<file path="config.mk">
export PLATFORM = sky130hd
export DESIGN_NAME = water_inlet_arbiter
export DESIGN_NICKNAME = d
export VERILOG_FILES = /design/src/rtl/water_inlet_arbiter.sv
export SDC_FILE = /design/constraint.sdc
export NUM_CORES = 1
export LEC_CHECK = 0
export BUFFER_PORTS_ARGS = -buffer_cell sky130_fd_sc_hd__buf_2
export CORE_ASPECT_RATIO = 1.25
export CORE_MARGIN = 4
export CORE_UTILIZATION = 56
export DETAILED_ROUTE_END_ITERATION = 8
export MAX_ROUTING_LAYER = met4
export PLACE_DENSITY = 0.76
export SETUP_SLACK_MARGIN = 0.05
export SYNTH_ARGS = -nofsm -noshare
export SYNTH_HDL_FRONTEND = slang
export SYNTH_SLANG_ARGS = --single-unit
</file>
<file path="constraint.sdc">
create_clock -name clk -period 2.7 [get_ports clk]
set_input_delay 0.135 -clock clk [delete_from_list [all_inputs] [get_ports clk]]
set_output_delay 0.135 -clock clk [all_outputs]
set_load 0.01 [all_outputs]
</file>
<file path="src/rtl/water_inlet_arbiter.sv">
// Shared water-inlet arbiter: round-robin grant of one inlet valve to N_MACH
// washing machines, with a per-grant fill timeout, sticky per-machine fault
// flags and a fixed valve-off settle gap between consecutive grants.
module water_inlet_arbiter #(
  parameter int N_MACH       = 4,
  parameter int FILL_TIMEOUT = 1000,
  parameter int GAP_CYCLES   = 4
) (
  input  logic              clk,
  input  logic              reset,
  input  logic [N_MACH-1:0] fill_req,
  input  logic [N_MACH-1:0] filled,
  input  logic [N_MACH-1:0] fault_clr,
  output logic [N_MACH-1:0] grant,
  output logic              inlet_valve_on,
  output logic [N_MACH-1:0] fill_fault,
  output logic              busy
);

  localparam int IDX_W = (N_MACH > 1) ? $clog2(N_MACH) : 1;
  localparam int TMR_W = $clog2(FILL_TIMEOUT + 1);
  localparam int GAP_W = $clog2(GAP_CYCLES + 1);
  localparam logic [TMR_W-1:0] TMR_LAST = TMR_W'(FILL_TIMEOUT - 1);
  localparam logic [GAP_W-1:0] GAP_LAST = GAP_W'(GAP_CYCLES - 1);
  localparam logic [IDX_W-1:0] IDX_MAX  = IDX_W'(N_MACH - 1);
  localparam logic [N_MACH-1:0] ONE_HOT0 = N_MACH'(1);

  typedef enum logic [1:0] {IDLE, OPEN, CLOSE} state_t;

  state_t            state, state_nxt;
  logic [N_MACH-1:0] grant_nxt, fault_nxt, fault_set, eligible;
  logic              valve_nxt, busy_nxt, win_found, release_req;
  logic [TMR_W-1:0]  fill_timer, timer_nxt;
  logic [GAP_W-1:0]  gap_cnt, gap_nxt;
  logic [IDX_W-1:0]  last_grant, last_nxt, winner;
  int                rr_idx;

  // Faulted or already-full machines never compete for the inlet.
  assign eligible = fill_req & ~filled & ~fill_fault;

  // While OPEN, last_grant names the machine holding the valve.
  assign release_req = filled[last_grant] | ~fill_req[last_grant];

  // Round-robin pick: first eligible machine after the previous winner.
  always_comb begin
    winner    = last_grant;
    win_found = 1'b0;
    rr_idx    = 0;
    for (int k = 1; k <= N_MACH; k++) begin
      rr_idx = (int'(last_grant) + k) % N_MACH;
      if (!win_found && eligible[IDX_W'(rr_idx)]) begin
        winner    = IDX_W'(rr_idx);
        win_found = 1'b1;
      end
    end
  end

  // Next-state and next-output logic; outputs are registered below.
  always_comb begin
    state_nxt = state;
    grant_nxt = grant;
    valve_nxt = inlet_valve_on;
    timer_nxt = fill_timer;
    gap_nxt   = gap_cnt;
    last_nxt  = last_grant;
    fault_set = '0;
    case (state)
      IDLE: begin
        if (win_found) begin
          state_nxt = OPEN;
          grant_nxt = ONE_HOT0 << winner;
          valve_nxt = 1'b1;
          timer_nxt = '0;
          last_nxt  = winner;
        end
      end
      OPEN: begin
        // A release in the same cycle as the timeout is a normal release.
        if (release_req) begin
          state_nxt = CLOSE;
          grant_nxt = '0;
          valve_nxt = 1'b0;
          gap_nxt   = '0;
        end else if (fill_timer == TMR_LAST) begin
          fault_set[last_grant] = 1'b1;
          state_nxt = CLOSE;
          grant_nxt = '0;
          valve_nxt = 1'b0;
          gap_nxt   = '0;
        end else begin
          timer_nxt = fill_timer + 1'b1;
        end
      end
      CLOSE: begin
        if (gap_cnt == GAP_LAST) state_nxt = IDLE;
        else                     gap_nxt   = gap_cnt + 1'b1;
      end
      default: state_nxt = IDLE;
    endcase
    // A fault being set in the same cycle as its clear stays set.
    fault_nxt = (fill_fault & ~fault_clr) | fault_set;
    busy_nxt  = (state_nxt != IDLE);
  end

  // State and output registers; reset drops the valve without a clock edge.
  always_ff @(posedge clk or negedge reset) begin
    if (!reset) begin
      state          <= IDLE;
      grant          <= '0;
      inlet_valve_on <= 1'b0;
      fill_fault     <= '0;
      busy           <= 1'b0;
      fill_timer     <= '0;
      gap_cnt        <= '0;
      last_grant     <= IDX_MAX;
    end else begin
      state          <= state_nxt;
      grant          <= grant_nxt;
      inlet_valve_on <= valve_nxt;
      fill_fault     <= fault_nxt;
      busy           <= busy_nxt;
      fill_timer     <= timer_nxt;
      gap_cnt        <= gap_nxt;
      last_grant     <= last_nxt;
    end
  end

endmodule

</file>
==> flow_summary.ini <==
[placement]
place_congestion = 0.869
dp_hpwl_mm = 2.55
place_inst = 210
io_buffer_count = 23

[setup_path]
critPathMaxStageDelay_ns = 0.68
path_buf_inv = 2
cp_max_fo = 11
critPathArrivalTime_ns = 2.41
endpoint_kind = register
cp_top_family = flip-flops
start_kind = register
required_ns = 2.91
path_class = register to register
path_cells = inv_4, mux4_2, nor3_2, buf_4, nor2_1, a221o_1
slowest_stage = dfstp_2

[yosys]
synthMuxAreaShare = 0.0662
post_synth_num_cell_types = 51
yosys_warnings = 0
synth_area_sq_um = 1570
synth.avg_cell_area_sq_um = 10.0
synth_top_family_by_area = simple AND/OR/NAND/NOR gates
synthCells = 156
synth-compound-area-share = 0.148
synth_flop_cell = dfrtp_1
async_flop_share = 1.00
synth_fp_nets = 177
synth_fa_ha_area_frac = 0.0559
yosys.area_share.simple = 0.229
ys_seq_area_frac = 0.433
synth-seq-cells = 27
synthXorXnorAreaFrac = 0.0223
synth_edf_count = 0

[clock_tree]
clk_root_buffer_cell = clkbuf_4
clkSlewWorstSetupHoldPaths_ns = 0.13
cts.sinks = 27
clock_latency_ns = 0.32
h-tree-depth = 1
postCtsSetupBuffers = 0
cts_tree = done
cts-buffers-inserted = 3
cts_buffer_depth = 2

[global_route]
grt_overflow = 0
grt_antenna_before_repair = 0
grt_max_degree = 28
grt_pass1_vias = 1366
grt_pass1_wl_mm = 5.96
track_usage = 0.209

[cells_and_area]
area_growth_pct = 13.2
fin_nets = 206
final_common_cell = dfrtp_1
finish.utilization = 0.662
diodes = 0
layout_common_cells = dfrtp_1, buf_2, nor2_1
n_fill_cell = 227
drive_gt1_frac = 0.255
finalNonFillerCells = 218

[detailed_routing]
vias = 1260
route.detailed.wl_per_inst_um = 15.2
dr.pass1.iters = 4
ant_nets = 0
routed_wl_mm = 3.31
drcViolationCount = 0
first_iter_violations = 59
vias_per_cell = 5.78

[timing]
fin_tns_setup_ns = 0
max_freq_mhz = 455
whs_ns = 0.00540
fin_skew_ns = 0.0131
hold_violations = 0
min_period_ns = 2.20
tightestPinTransition_ns = 0.779
slew_viol_final = 0
rsz0062_at_grt = no
period_share = 0.814
max_slew_margin = 0.474
finalSetupViolCount = 0

[power_and_ir_drop]
vdd_ir_drop_max_mv = 0.424
leakage_nw = 0.828
p_total_mw = 1.39
powerDensity_nw_per_um2 = 785

[floorplanning]
start_util = 0.585
die_height_um = 67.2
die_w_um = 55.3
core_area_sq_um = 2680
row_count = 21
ios = 24
die_area_sq_um = 3720

[status]
status = complete, no violations

[hold_path]
min_path_type = input pin to register

[job]
maxCapViolations = 0
synth_stat cells (2+ instances only):
master	count	share of area
a21oi_1	3	0.0096
xnor2_1	4	0.022
nand2_1	11	0.026
nor3b_1	3	0.014
dfstp_2	2	0.034
nor2_1	12	0.029
a32o_1	2	0.013
inv_1	8	0.019
nand3_1	7	0.022
ha_1	7	0.056
o21ai_0	8	0.026
or3_1	2	0.0080
nand2b_1	4	0.016
o2bb2ai_1	2	0.011
dfrtp_1	25	0.40
o22ai_1	3	0.012
a221o_1	3	0.019
mux2i_1	7	0.045
nor3_1	5	0.016
and3_2	2	0.0096
or3b_2	4	0.022
and3_1	3	0.012
report_power, final:
| part | switching [mW] | total [mW] | internal (mW) |
|---|---|---|---|
| Clock | 0.116 | 0.174 | 0.0578 |
| Combinational | 0.352 | 0.621 | 0.268 |
| Sequential | 0.0852 | 0.599 | 0.514 |
metal layers:
layer  part of all wire  GRT usage
met3              0.048     0.0382
met5                  0          -
met4              0.028      0.137
met1               0.40      0.213
met2               0.52      0.371
kinds of logic after synthesis:
logic type                 count (synthesis)
and+or+nand+nor                           63
AOI/OAI and AO/OA                         31
DFF                                       27
buffers and inverters                     15
muxes                                      9
adders and majority gates                  7
xor gates and xnor gates                   4
path summary, 6_finish.rpt:
kind,startpoint,cells past startpoint,end,slack [ns]
min,fault_clr[2],2,fill_fault[2],0.005
max reg2reg,last_grant[0],6,fill_timer[8],0.50
min in group asynchronous,reset,2,grant[1],0.33
max in group asynchronous,reset,2,fill_timer[4],1.96
max,last_grant[0],6,fill_timer[8],0.50
min reg2reg,gap_cnt[0],1,gap_cnt[0],0.50
cell type report:
| class | instances | area (sq um) | share of cell area |
|---|---|---|---|
| multi-input cells | 114 | 817 | 0.461 |
| flip-flops and latches | 27 | 678 | 0.382 |
| well taps | 34 | 42.5 | 0.0240 |
| clock buffers | 4 | 26.3 | 0.0148 |
| repair buffers | 29 | 170 | 0.0959 |
| inverters | 10 | 40.0 | 0.0226 |
timing repair:
action	CTS	global route
endpoints found under the hold margin	28	0
resized for setup	0	0
endpoints found under the setup margin	0	0
hold buffers	4	0
registers in the layout, indices dropped and copies added, names as in the netlist:
register / flops
inlet_valve_on: 1
fill_fault: 4
grant: 4
last_grant: 2
fill_timer: 10
gap_cnt: 3
state: 2
busy: 1
through the flow:
step,cell area [sq um],setup WS (ns)
6_report,1770,0.504
4_1_cts,1770,0.516
2_1_floorplan,1570,0.785
5_1_grt,1770,0.378
3_5_place_dp,1710,0.537
3_3_place_gp,1710,0.634
No activity file was read; power rests on OpenSTA's default activity.
